**src/rtl/stream_mux_pkg.sv**
```systemverilog
// Shared types for the streaming N:1 multiplexer: operating mode and packet-lock state.
package stream_mux_pkg;

  typedef enum logic {
    MODE_FIXED = 1'b0,
    MODE_RR    = 1'b1
  } mux_mode_e;

  typedef enum logic {
    S_ARB  = 1'b0,
    S_LOCK = 1'b1
  } mux_state_e;

endpackage

```
**src/rtl/stream_mux_rr_arbiter.sv**
```systemverilog
// Combinational round-robin pick: first requesting channel at or after ptr, wrapping to 0.
module rr_arbiter #(
  parameter  int N_CH  = 16,
  localparam int SEL_W = $clog2(N_CH)
) (
  input  logic [N_CH-1:0]  req,
  input  logic [SEL_W-1:0] ptr,
  output logic [SEL_W-1:0] grant,
  output logic             found
);

  localparam int IDX_W = $clog2(2 * N_CH);

  logic [2*N_CH-1:0] req2;
  logic [IDX_W-1:0]  idx;

  // Doubling the request vector turns the wrap-around scan into a linear one.
  assign req2 = {req, req};

  // Scan from farthest to nearest so the closest request to ptr is the last one written.
  always_comb begin
    grant = '0;
    found = 1'b0;
    idx   = '0;
    for (int i = N_CH - 1; i >= 0; i--) begin
      idx = IDX_W'(ptr) + IDX_W'(i);
      if (req2[idx]) begin
        found = 1'b1;
        grant = (idx >= IDX_W'(N_CH)) ? SEL_W'(idx - IDX_W'(N_CH)) : SEL_W'(idx);
      end
    end
  end

endmodule

```
**src/rtl/stream_mux_rr.sv**
```systemverilog
// N:1 valid/ready stream mux with fixed or round-robin selection, packet locking
// and a single registered output slot.
module stream_mux_rr
  import stream_mux_pkg::*;
#(
  parameter int N_CH  = 16,
  parameter int WIDTH = 8,
  parameter int SEL_W = $clog2(N_CH)
) (
  input  logic                  clk,
  input  logic                  rst_n,
  input  logic                  mode,
  input  logic [SEL_W-1:0]      sel,
  input  logic [N_CH*WIDTH-1:0] in_data,
  input  logic [N_CH-1:0]       in_valid,
  input  logic [N_CH-1:0]       in_last,
  output logic [N_CH-1:0]       in_ready,
  output logic [WIDTH-1:0]      out_data,
  output logic [SEL_W-1:0]      out_chan,
  output logic                  out_last,
  output logic                  out_valid,
  input  logic                  out_ready
);

  localparam int SEL_N = 1 << SEL_W;
  // Marks which sel codes name a real channel (matters when N_CH is not a power of 2).
  localparam logic [SEL_N-1:0] CH_MASK = {SEL_N{1'b1}} >> (SEL_N - N_CH);

  mux_mode_e        mode_e;
  mux_state_e       state_q, state_d;
  logic [SEL_W-1:0] lock_ch_q, lock_ch_d;
  logic [SEL_W-1:0] rr_ptr_q, rr_ptr_d;
  logic [WIDTH-1:0] out_data_q, out_data_d;
  logic [SEL_W-1:0] out_chan_q, out_chan_d;
  logic             out_last_q, out_last_d;
  logic             out_valid_q, out_valid_d;

  logic [SEL_W-1:0] arb_grant, grant;
  logic             arb_found, grant_ok;
  logic             slot_free, xfer, beat_last;
  logic [WIDTH-1:0] beat_data;

  assign mode_e = mux_mode_e'(mode);

  rr_arbiter #(.N_CH(N_CH)) u_arb (
    .req   (in_valid),
    .ptr   (rr_ptr_q),
    .grant (arb_grant),
    .found (arb_found)
  );

  always_comb begin
    grant    = arb_grant;
    grant_ok = arb_found;
    if (state_q == S_LOCK) begin
      grant    = lock_ch_q;
      grant_ok = 1'b1;
    end else if (mode_e == MODE_FIXED) begin
      grant    = sel;
      grant_ok = CH_MASK[sel];
    end
  end

  assign slot_free = ~out_valid_q | out_ready;

  // rst_n gates ready so no producer sees a handshake while the block is held in reset.
  always_comb begin
    in_ready  = '0;
    beat_data = '0;
    beat_last = 1'b0;
    for (int i = 0; i < N_CH; i++) begin
      if (grant == SEL_W'(i)) begin
        in_ready[i] = rst_n & slot_free & grant_ok;
        beat_data   = in_data[i*WIDTH +: WIDTH];
        beat_last   = in_last[i];
      end
    end
  end

  assign xfer = |(in_valid & in_ready);

  always_comb begin
    state_d     = state_q;
    lock_ch_d   = lock_ch_q;
    rr_ptr_d    = rr_ptr_q;
    out_data_d  = out_data_q;
    out_chan_d  = out_chan_q;
    out_last_d  = out_last_q;
    out_valid_d = out_valid_q;
    if (slot_free) out_valid_d = xfer;
    if (xfer) begin
      out_data_d = beat_data;
      out_chan_d = grant;
      out_last_d = beat_last;
      if (beat_last) begin
        state_d = S_ARB;
        if (mode_e == MODE_RR)
          rr_ptr_d = (grant == SEL_W'(N_CH - 1)) ? '0 : grant + 1'b1;
      end else begin
        state_d   = S_LOCK;
        lock_ch_d = grant;
      end
    end
  end

  always_ff @(posedge clk or negedge rst_n) begin
    if (!rst_n) begin
      state_q     <= S_ARB;
      lock_ch_q   <= '0;
      rr_ptr_q    <= '0;
      out_data_q  <= '0;
      out_chan_q  <= '0;
      out_last_q  <= 1'b0;
      out_valid_q <= 1'b0;
    end else begin
      state_q     <= state_d;
      lock_ch_q   <= lock_ch_d;
      rr_ptr_q    <= rr_ptr_d;
      out_data_q  <= out_data_d;
      out_chan_q  <= out_chan_d;
      out_last_q  <= out_last_d;
      out_valid_q <= out_valid_d;
    end
  end

  assign out_data  = out_data_q;
  assign out_chan  = out_chan_q;
  assign out_last  = out_last_q;
  assign out_valid = out_valid_q;

endmodule

```
**config.mk**
```make
export PLATFORM = sky130hd
export DESIGN_NAME = stream_mux_rr
export DESIGN_NICKNAME = d
export VERILOG_FILES = /design/src/rtl/stream_mux_pkg.sv /design/src/rtl/stream_mux_rr_arbiter.sv /design/src/rtl/stream_mux_rr.sv
export SDC_FILE = /design/constraint.sdc
export NUM_CORES = 1
export LEC_CHECK = 0
export CORE_ASPECT_RATIO = 0.8
export CORE_MARGIN = 3
export CORE_UTILIZATION = 45
export DETAILED_ROUTE_END_ITERATION = 10
export PLACE_DENSITY = 0.82
export SLEW_MARGIN = 20
export SYNTH_ARGS = -nofsm -noshare
export SYNTH_HDL_FRONTEND = slang
export SYNTH_HIERARCHICAL = 1
export SYNTH_SLANG_ARGS = --single-unit
export TNS_END_PERCENT = 50
```
**constraint.sdc**
```tcl
create_clock -name clk -period 9.15 [get_ports clk]
set_clock_uncertainty 0.15 [all_clocks]
set_input_delay 1.83 -clock clk [delete_from_list [all_inputs] [get_ports clk]]
set_output_delay 1.83 -clock clk [all_outputs]
set_load 0.005 [all_outputs]
```
==> results by group <==
Status
  – Status: completed

Floorplanning
  – Std cell rows: 34
  – Initial Util: 47.0%
  – IO Count: slightly below 200
  – Die area: 12,900 um^2
  – Area of the core: 11,100 um^2
  – Die W: between 100 and 150 um
  – Chip height: approximately 100 um

Logic synthesis
  – Syn avg cell area: 8.28 um^2
  – Yosys top cell by area: dfrtp_1
  – Yosys warnings: 6
  – Top cell type's share of synthesized area: 11.1%
  – Unique masters post-synth: 85
  – Top-count cell post-synth: nand2_1
  – EDFF count, synth: 0
  – Cells after Synth: 628
  – Seq cells post-synth: 23
  – Async set-or-reset flop fraction in the synthesized netlist: 100%
  – Mapped Nets: between 800 and 900
  – Mapped cell area: 5200 um^2
  – Sequential area share after synthesis: between 10% and 20%
  – Most used DFF post-synth: dfrtp_1
  – Most instantiated cells after synthesis: nand2_1, nor2_1, o21ai_0
  – Area contributors post-synth: dfrtp_1, mux4_2, mux2i_1, nand2_1, nor2_1

Global route
  – Global-route wire length before repair: 34,300 um
  – Antenna violations before repair: 0
  – GRT Total Usage: 33.7%
  – Number of global-route vias before repair: 5,874
  – GRT overflow: 0
  – Largest net degree at the start of global routing: 47

Clocking
  – Num CTS Buffers: 3
  – Post_cts resized: 0
  – CTS tree: done
  – CTS H-tree lvls: 1
  – Post-CTS Setup Bufs: 0
  – Reg clk slew, reported paths: 60 ps
  – Clock Tree Buf Depth: 2
  – Root Driver: clkbuf_16
  – Hold Buf Count CTS: 0
  – Clk_lat worst skew: roughly 260 ps
  – Clk sinks: 23

Worst setup path
  – Critical R2R Capture: rr_ptr_q[1]
  – CP arrival: 6400 ps
  – R2R Path Start: rr_ptr_q[1]
  – Crit-path max FO: 8
  – CP Capture Type: primary output
  – Crit Path Category: in -> out
  – Flop-to-flop setup slack: 1960 ps
  – Worst Setup Start Kind: primary input
  – Worst path required time: roughly 7200 ps
  – Worst r2r path cells: 21

Hold path
  – WHS Path Cells: 1
  – Min-delay worst type: reg -> reg
  – Hold Crit Start: out_chan[3]
  – Hold path endpoint: out_chan[3]

Finish
  – N_diodes: 0
  – Layout cells sized above 1: 12.0%
  – Final nets: 982
  – Layout area overhead: 40.7%
  – Design area: 7310 um^2

Route
  – Routed via count: between 6,000 and 7,000
  – # DRC: 0
  – Total wire length: 23,100 um
  – Via density: 6.79
  – Pre-antenna DRT Iters: 6
  – Per-cell routed wire length: 24.4 um
  – Number of routed nets with antenna violations: 0
  – DR iter-0 viols: 767

Timing
  – Slew headroom: 40.4%
  – Post-Route Setup TNS: 0 ps
  – Final min period: 8380 ps
  – Fin crit share: 91.6%
  – Unrepaired setup endpoints after global routing: no
  – Worst slew pin tran: about 900 ps
  – Count of final setup violators: 0
  – Final Hold Viols: 0
  – Fmax: 119 MHz
  – Final-report max-slew violation count: 0

Placement
  – Placed Area: roughly 7200 um^2
  – Port Buffers: 197
  – HPWL after DPL: 18,400 um
  – Routability cong.: 1.06

Job
  – Max cap viols: 0
==> routing by layer <==
| layer | track usage, % | routed length (um) | vias to the layer above |
|---|---|---|---|
| li1 | - | - | 2853 |
| met1 | 50.1 | 10100 | 3055 |
| met2 | 47.9 | 9620 | 473 |
| met3 | 11.9 | 3060 | 35 |
| met4 | 5.19 | 329 | 0 |
| met5 | 0 | 0 | - |
==> final cells by class <==
class	instances	area, um^2
Inverter	20	75.1
Multi-Input combinational cell	535	4260
Sequential cell	23	576
Timing Repair Buffer	219	2140
Tap cell	144	180
Clock buffer	3	75.1
Fill cell	923	3750
Clock inverter	1	5.00
==> cells by family (layout without fill, tap and decap cells) <==
group | after synthesis | after routing | share of synthesized area [%]
AND/OR/NAND/NOR | 181 | 181 | 16.9
buffers and inverters | 70 | 243 | 6.88
multiplexers | 86 | 86 | 24.3
XOR/XNOR | 14 | 14 | 2.79
adder cells (fa/ha/maj) | 12 | 12 | 2.89
AO/OA/AOI/OAI | 242 | 242 | 35.1
flip-flops | 23 | 23 | 11.1
==> metrics by stage <==
step,utilization [%],setup slack (ps),std cells,hold slack [ps]
after floorplan,-,1700,628,302
after global placement,65.4,961,941,311
after detailed placement,65.4,945,941,329
after global routing,66.1,581,945,350
final,66.1,770,945,338
after CTS,66.1,918,945,344
==> how the worst max path moves through the flow <==
stage,start,end,slack [ps],cells past startpoint
5_1_grt,in_valid[12],in_ready[2],580,12
6_report,in_valid[12],in_ready[9],770,13
2_1_floorplan,in_valid[12],in_ready[3],1700,14
3_5_place_dp,in_valid[12],in_ready[2],950,14
3_3_place_gp,in_valid[12],in_ready[2],960,13
4_1_cts,in_valid[12],in_ready[9],920,13
==> critical path, stage by stage <==
cell	delay, ps
clkdlybuf4s50_1	560
mux4_2	590
mux2_2	360
mux2i_4	270
nor2b_1	240
nand3_1	140
o311ai_1	310
mux2i_1	120
o21ai_0	550
ha_1	430
nand2_1	220
nor2_1	230
clkdlybuf4s50_1	540
==> layout by cell type (no fill, tap or decap), types with 12 or more instances in the layout <==
master	netlist	routed
dfrtp_1	23	23
nand2_1	54	54
inv_1	17	17
a221oi_1	15	15
o22ai_1	20	20
o21ai_0	36	36
ha_1	12	12
mux2i_1	33	33
nor3_1	17	17
nand3_1	12	12
nor2_1	49	49
a21oi_1	34	34
o31ai_1	14	14
mux4_2	23	23
buf_4	3	22
clkdlybuf4s50_1	0	197
==> state kept, by name (all words and copies together), names as in the netlist <==
name,count
lock_ch_q,4
out_chan,4
out_data,8
out_last,1
out_valid,1
rr_ptr_q,4
state_q,1
Power is not shown: default switching activity piles up to over one toggle a cycle in this logic, so the estimate is an artifact.
